==> config.mk <==
export PLATFORM = sky130hd
export DESIGN_NAME = cbm2_segreg
export DESIGN_NICKNAME = d
export VERILOG_FILES = /design/src/rtl/cbm2_segreg.sv
export SDC_FILE = /design/constraint.sdc
export NUM_CORES = 1
export LEC_CHECK = 0
export CAP_MARGIN = 10
export CORE_MARGIN = 1
export CORE_UTILIZATION = 30
export CTS_CLUSTER_DIAMETER = 80
export CTS_CLUSTER_SIZE = 20
export DETAILED_ROUTE_END_ITERATION = 10
export PLACE_DENSITY = 0.78
export SLEW_MARGIN = 30
export SYNTH_ARGS = -nofsm -noshare
export SYNTH_HDL_FRONTEND = slang
export SYNTH_SLANG_ARGS = --single-unit
export TNS_END_PERCENT = 30
==> constraint.sdc <==
create_clock -name clk_sys -period 1.49 [get_ports clk_sys]
set_clock_uncertainty 0.2 [all_clocks]
set_input_delay 0.2235 -clock clk_sys [delete_from_list [all_inputs] [get_ports clk_sys]]
set_output_delay 0.2235 -clock clk_sys [all_outputs]
set_load 0.05 [all_outputs]
==> src/rtl/cbm2_segreg.sv <==
// cbm2_segreg: CBM-II 6509 execution/indirection bank registers and indirect-cycle tracker
module cbm2_segreg (
    input  logic        clk_sys,
    input  logic        reset_n,
    input  logic        cpu_en,
    input  logic        sync,
    input  logic        intr,
    input  logic [15:0] cpuAddr,
    input  logic [7:0]  cpuDo,
    input  logic        cpuWe,
    input  logic [7:0]  busDi,
    output logic [7:0]  cpuSeg,
    output logic        regSel,
    output logic [7:0]  regDo,
    output logic        indActive
);
    typedef enum logic [2:0] {IDLE, ZP, PTRL, PTRH, IND} state_t;
    state_t     state, stateNext;
    logic [3:0] exb, inb;
    logic       isIndOp;
    logic       unusedHighData;
    assign unusedHighData = ^cpuDo[7:4];
    assign regSel    = cpuAddr[15:1] == 15'h0;
    assign regDo     = {4'h0, cpuAddr[0] ? inb : exb};
    assign indActive = (state == IND) && !sync;
    assign cpuSeg    = {4'h0, indActive ? inb : exb};
    assign isIndOp   = (busDi == 8'hB1 || busDi == 8'h91) && !intr;
    // bank registers shadow writes to $0000/$0001 in every segment; the bus still sees the write
    always_ff @(posedge clk_sys) begin
        if (!reset_n) begin
            exb <= 4'hF;
            inb <= 4'hF;
        end else if (cpu_en && cpuWe && regSel) begin
            exb <= cpuAddr[0] ? exb : cpuDo[3:0];
            inb <= cpuAddr[0] ? cpuDo[3:0] : inb;
        end
    end
    // sequence state advances only on completed bus cycles
    always_ff @(posedge clk_sys) begin
        if (!reset_n) state <= IDLE;
        else          state <= stateNext;
    end
    // opcode fetch restarts tracking; (zp),Y walks ZP->PTRL->PTRH->IND and stays in IND
    always_comb begin
        stateNext = state;
        if (cpu_en && sync) stateNext = isIndOp ? ZP : IDLE;
        else if (cpu_en) begin
            case (state)
                ZP:      stateNext = PTRL;
                PTRL:    stateNext = PTRH;
                PTRH:    stateNext = IND;
                default: stateNext = state;
            endcase
        end
    end
endmodule
; ---- After elaboration in Yosys (flattened, before gate mapping)
; Cells that the tools add are included.
[op_classes]
n_eq_ne = 6
mux = 6
bitwise = 1
reduce_logical = 14
[op_table]
columns = op, count
row1 = $eq A8 B8 Y1 const B, 2
row2 = $logic_not A15 Y1, 1
row3 = $pmux W3 S3, 1
row4 = $mux W4, 2
row5 = $eq A3 B2 Y1 const B, 2
row6 = $mux W3, 2
row7 = $reduce_and A2 Y1, 3
row8 = $logic_and A1 B1 Y1, 5
row9 = $reduce_bool A4 Y1, 1
row10 = $eq A3 B1 Y1 const B, 1
row11 = $eq A3 B3 Y1 const B, 1
row12 = $logic_not A1 Y1, 2
row13 = $reduce_bool A2 Y1, 1
row14 = $logic_or A1 B1 Y1, 1
row15 = $mux W1, 1
row16 = $not A1 Y1, 1
[word_totals]
regBits = 11
word_cells = 30

; ---- Logic depth before layout (Yosys ltp)
; Gate-level depths: netlist (run 1).
[logic_depth]
ltp_word = 5
ltp_mapped = 5
ltp_nobuf = 4

; ---- Least setup slack after synthesis (run 1)
; OpenSTA, ideal clock, no wires.
[synth_path]
path_type = register to output
startpoint = register state[0]
endpoint = output cpuSeg[0]
t_arrival_ns = 2.072
path_slack_ns = -1.005
stages_incl_launch_ff = 3
n_path_buf = 0
path_cell_list = dfxtp_1 > nor4b_2 > mux2_2
[synth_between]
elab_chain_len = 3
[synth_rtl]
columns = item, line_no
row1 = start: declaration, 18  ; state_t state, stateNext;
row2 = start signal: assignment, 41  ; else state <= stateNext;
row3 = $eq A3 B3 Y1, 25  ; assign indActive = (state == IND) && !sync;
row4 = $logic_and A1 B1 Y1, 25
row5 = named net indActive, 15  ; output logic indActive
row6 = $mux W4, 26  ; assign cpuSeg = {4'h0, indActive ? inb : exb};
row7 = end: declaration, 12  ; output logic [7:0] cpuSeg,
; The timed path passes the listed nets, and every way through them passes these cells.

; ---- Final worst setup path (run 1)
[layout_path]
startpoint = register state[1]
endpoint = output cpuSeg[1]
[layout_between]
elab_chain_len = 3
[layout_rtl]
columns = item, line_no
row1 = $eq A3 B3 Y1, 25
row2 = $logic_and A1 B1 Y1, 25
row3 = $mux W4, 26
; No other way between the ends.

==> qor.yml, run 1 <==
status:
  outcome: "finished, violations left"
  violations: "negative setup slack"
clock_network:
  cts.sinks: 11
  cts_tree: "yes"
  cts-hold-fix-buffers: 0
  clockBufferDepth: 2
  numCtsBuffers: 3
  h-tree-depth: 1
  root_buffer: "clkbuf_4"
  clk_pin_slew_worst_paths_ns: 0.07
  clock_latency_ns: 0.27
yosys:
  synth_edf_count: 0
  synth.largest_area_cell: "dfxtp_1"
  syn_area_per_cell_um2: 8.42
  synthesis.area_um2: 758
  synth_seq_area_share: 0.290
  synth_cells: 90
  ys_top_cells_by_area: "dfxtp_1, mux2_2, buf_4"
  ys_types: 28
  netlist.area_leader.share: 0.290
  synth.most_common_cell: "dfxtp_1"
  synthFlopType: "dfxtp_1"
  ys_ff_latch: 11
  synthArstFlopShare: 0
  ys_warn_count: 0
global_routing:
  gr-total-overflow: 0
  grt_pass1_wl_um: 3680
  busiest_layer: "met2"
  grt.total_usage: 0.189
  grt_pass1_vias: 811
  use_met2: 0.344
  met3_usage: 0.0174
  use_met1: 0.207
  antenna_found_initial: 0
  grt_max_degree: 12
cells_and_area:
  fin_util: 0.588
  areaGrowthSynthToFinish_pct: 78.2
  fin_area_mm2: 0.00135
  finalNonFillerCells: 170
  antennaDiodeCount: 0
  nets: 181
  seq_area_um2: 223
  multiInputGateArea_um2: 556
  n_fill_cell: 208
  drive_gt1_frac: 0.387
sta:
  final.min_clock_period_ns: 1.94
  fin_ws_ns: -0.455
  fin_crit_sh: 1.31
  hold_viol_final: 0
  max_freq_mhz: 514
  setup_viol: 13
  drv_slew: 0
  rsz0062_at_grt: "true"
floorplanning:
  die_h_um: 52.3
  die_w_um: 52.3
  io_pins: 56
  coreArea_mm2: 0.00230
  dieArea_mm2: 0.00273
  initial_core_util: 0.330
  placement_rows: 17
routing:
  drt_iter0_drc: 22
  route.detailed.vias_per_inst: 5.09
  drc: 0
  vias: 865
  dr.pass1.iters: 4
  ant_nets: 0
  drt-wirelength-per-cell_um: 13.7
  routed_wl_um: 2320
job:
  cap_viol_max_count: 0
worst_setup_path:
  path_delay_family: "flip-flops"
  cp_common_cell: "buf_6"
  path_cells: "nor4b_4 -> buf_6 -> mux2_4 -> buf_6"
  rr_worst_depth: 5
  cp-end-kind: "primary output"
  critical-path-max-stage-delay_ns: 0.34
  crit_path_start_kind: "flop"
  cpMaxStageDelayCell: "dfxtp_2"
  timing.critical_path.arrival_ns: 1.52
  cp.depth: 4
  path_buf_inv: 2
  cp_max_fo: 5
  required_ns: 1.07
  rr_startpoint: "state[0]$_SDFFE_PN0P_"
  startpoint: "state[1]$_SDFFE_PN0P_"
  path_class: "flop to primary output"
placement:
  placed_cell_area_mm2: 0.00125
  dpl_worst_slack_ns: -0.595
  globalplace.congestion: 0.769
  placed_cells: 163
  port_buffers: 42
power:
  leakage_nw: 0.508
  ir_drop_mv: 0.311
  p_per_area_mw_per_mm2: 506
min_path:
  min_path_type: "primary input to flop"
  hold_start: "cpuAddr[11]"
  hold_depth: 4
[where the power goes]
group / internal (mW) / total, mW / switching, mW / leakage (nW)
logic: 0.0861 / 0.186 / 0.0997 / 0.404
registers: 0.296 / 0.299 / 0.00246 / 0.0891
clock network: 0.104 / 0.199 / 0.0958 / 0.0150
[layer usage]
metal  vias up  routed length [um]
li1        429                   -
met1       391                 918
met2        41                1230
met3         4                 118
met4         0                  56
met5         -                   0
[flip-flops by register name (all words and copies together), names as in the netlist]
register,count
inb,4
exb,4
state,3
[path summary, 6_finish.rpt]
path | to | slack (ns)
worst max-delay path | cpuSeg[1] | -0.45
worst min-delay path | inb[0]$_SDFFE_PN1P_ | 0.20
worst max register to register | state[1]$_SDFFE_PN0P_ | 0.12
worst min register to register | inb[0]$_SDFFE_PN1P_ | 0.30
[worst register-to-register path: cells and delay by family, from the launching register on]
family / cells / cell delay (ns)
AND/OR/NAND/NOR: 3 / 0.49
AO/OA/AOI/OAI: 1 / 0.08
flip-flops: 1 / 0.39
buffers and inverters: 1 / 0.15
[logic make-up after synthesis]
| group | synth area share |
|---|---|
| AO/OA/AOI/OAI | 0.102 |
| buffers and inverters | 0.114 |
| flip-flops | 0.290 |
| multiplexers | 0.119 |
| other | 0.00495 |
| AND/OR/NAND/NOR | 0.370 |
[layout make-up]
| class | instances | share of cell area |
|---|---|---|
| multi-input cells | 74 | 0.411 |
| clock buffers | 4 | 0.0194 |
| repair buffers | 53 | 0.379 |
| well taps | 28 | 0.0259 |
| flip-flops and latches | 11 | 0.165 |
[layout by cell type, fill, tap and decap left out, types with 7 or more instances in the layout]
master and count:
buf_6 14, clkdlybuf4s50_1 13, dfxtp_1 9, buf_4 9
nand2_1 8, or4_1 8, nand3_1 8, conb_1 8
o21ai_1 7, buf_2 7
[through the flow]
step	total power [mW]	setup TNS (ns)	hold WS, ns
floorplan	0.400	-3.38	0.152
global placement	0.486	-9.19	0.294
detailed placement	0.489	-9.50	0.304
CTS	0.686	-2.32	0.208
global route	0.715	-3.18	0.229
finish	0.684	-2.37	0.202
[repair_timing]
action / 4_1_cts / 5_1_grt
gates resized for setup: 70 / 10
setup buffers: 2 / 0
pin swaps: 6 / 1
setup endpoints to repair: 18 / 18
cloned: 1 / 0
hold endpoints to repair: 0 / 0
No activity file was read; power rests on OpenSTA's default activity.
==> run 2: changes to the inputs <==
Settings changed: PLACE_DENSITY 0.78 to 0.75.
==> run 2 against run 1 <==
Effect of this change:
- the flow still finishes with violations (negative setup slack)
- setup slack improved by 0.026 ns
- flip-flop and latch count unchanged
- combinational power hardly changed
- largest cell class unchanged
- register-to-register slack better by 0.06 ns
- global-route usage up 0.44 points
- critical path depth is the same
- sequential power about the same
- die area stayed put
==> qor.yml, run 2 (synthesis gave the netlist of run 1 again) <==
worst_setup_path:
  required_ns: 1.07
  crit_path_start_kind: "flop"
  path_buf_inv: 2
  cpMaxStageDelayCell: "dfxtp_2"
  critical-path-max-stage-delay_ns: 0.34
  timing.critical_path.arrival_ns: 1.50
  path_delay_family: "flip-flops"
  path_class: "flop to primary output"
  cp-end-kind: "primary output"
  path_cells: "nor4b_4 -> buf_6 -> mux2_4 -> buf_8"
  cp_max_fo: 5
cells_and_area:
  antennaDiodeCount: 0
  nets: 182
  drive_gt1_frac: 0.441
  top_regs: "exb: 4 flops, inb: 4 flops, state: 3 flops"
  final_common_cell: "clkdlybuf4s50_1"
  n_fill_cell: 190
  fin_util: 0.595
  areaGrowthSynthToFinish_pct: 80.2
  mostFrequentLayoutCells: "clkdlybuf4s50_1, buf_6, buf_4"
global_routing:
  grt_max_degree: 12
  grt_pass1_vias: 852
  gr-total-overflow: 0
  grt.total_usage: 0.193
  grt_pass1_wl_um: 3850
  antenna_found_initial: 0
power:
  p_per_area_mw_per_mm2: 504
  ir_drop_mv: 0.246
  leakage_nw: 0.517
status:
  violations: "negative setup slack"
  outcome: "finished, violations left"
clock_network:
  cts.sinks: 11
  cts_tree: "yes"
  root_buffer: "clkbuf_4"
  clock_latency_ns: 0.27
  clockBufferDepth: 2
  h-tree-depth: 1
  numCtsBuffers: 3
  clk_pin_slew_worst_paths_ns: 0.07
sta:
  setup_tns_ns: -2.09
  fin_ws_ns: -0.429
  max_freq_mhz: 521
  rsz0062_at_grt: "true"
  drv_slew: 0
  setup_viol: 12
  hold_viol_final: 0
  final.min_clock_period_ns: 1.92
  fin_crit_sh: 1.29
routing:
  routed_wl_um: 2290
  drt-wirelength-per-cell_um: 13.4
  drc: 0
  ant_nets: 0
  vias: 876
  route.detailed.vias_per_inst: 5.12
  dr.pass1.iters: 4
  drt_iter0_drc: 13
placement:
  port_buffers: 42
  globalplace.congestion: 0.787
  dp_hpwl_um: 1700
floorplanning:
  io_pins: 56
  initial_core_util: 0.330
  die_w_um: 52.3
  coreArea_mm2: 0.00230
  die_h_um: 52.3
  placement_rows: 17
  dieArea_mm2: 0.00273
min_path:
  min_path_type: "primary input to flop"
job:
  cap_viol_max_count: 0
run 2: changes by cell type in the layout (fill, tap and decap cells not counted), moves of 2 or more:
cell / delta
nand3_1: -2
nand3_2: +2
or4_1: -3
or4_4: +3
run 2: cell type report:
type | count | area (um^2) | area share
clock buffers | 4 | 26.3 | 0.0192
repair buffers | 54 | 517 | 0.378
well taps | 28 | 35.0 | 0.0256
multi-input cells | 74 | 564 | 0.413
flip-flops and latches | 11 | 224 | 0.164
run 2: what timing repair did:
| item | in CTS | in global routing |
|---|---|---|
| cloned | 1 | 0 |
| setup endpoints to repair | 18 | 20 |
| setup buffers | 2 | 0 |
| pin swaps | 6 | 7 |
| resized for setup | 65 | 18 |
| hold buffers | 0 | 0 |
run 2: per-layer routing:
layer,track usage,wire length (um),up-vias
li1,-,-,430
met1,0.211,924,399
met2,0.333,1200,40
met3,0.0290,113,7
met4,0.145,57,0
met5,0,0,-
run 2: power breakdown:
part           switching [mW]  internal (mW)
combinational           0.100         0.0856
clock                  0.0996          0.104
sequential            0.00235          0.296
run 2: tightest hold or removal path: stages:
cell and delay, ns:
buf_2 0.10, or3_2 0.13, or4_1 0.10, nand3_1 0.07
run 2: final timing paths:
check / start / slack [ns] / cells past startpoint / end
max: state[0]$_SDFFE_PN0P_ / -0.43 / 4 / cpuSeg[0]
min: cpuAddr[11] / 0.20 / 4 / inb[3]$_SDFFE_PN1P_
max reg2reg: state[0]$_SDFFE_PN0P_ / 0.18 / 5 / state[1]$_SDFFE_PN0P_
min reg2reg: exb[0]$_SDFFE_PN1P_ / 0.30 / 2 / exb[0]$_SDFFE_PN1P_
run 2: through the flow:
| stage | cells | setup slack [ns] | total power, mW | hold slack, ns | area [um^2] |
|---|---|---|---|---|---|
| finish | 171 | -0.429 | 0.688 | 0.201 | 1370 |
| global route | 171 | -0.462 | 0.715 | 0.238 | 1370 |
| floorplan | 97 | -0.541 | 0.400 | 0.152 | 810 |
| CTS | 171 | -0.445 | 0.686 | 0.197 | 1310 |
| detailed placement | 164 | -0.608 | 0.492 | 0.304 | 1250 |
| global placement | 164 | -0.562 | 0.488 | 0.292 | 1250 |
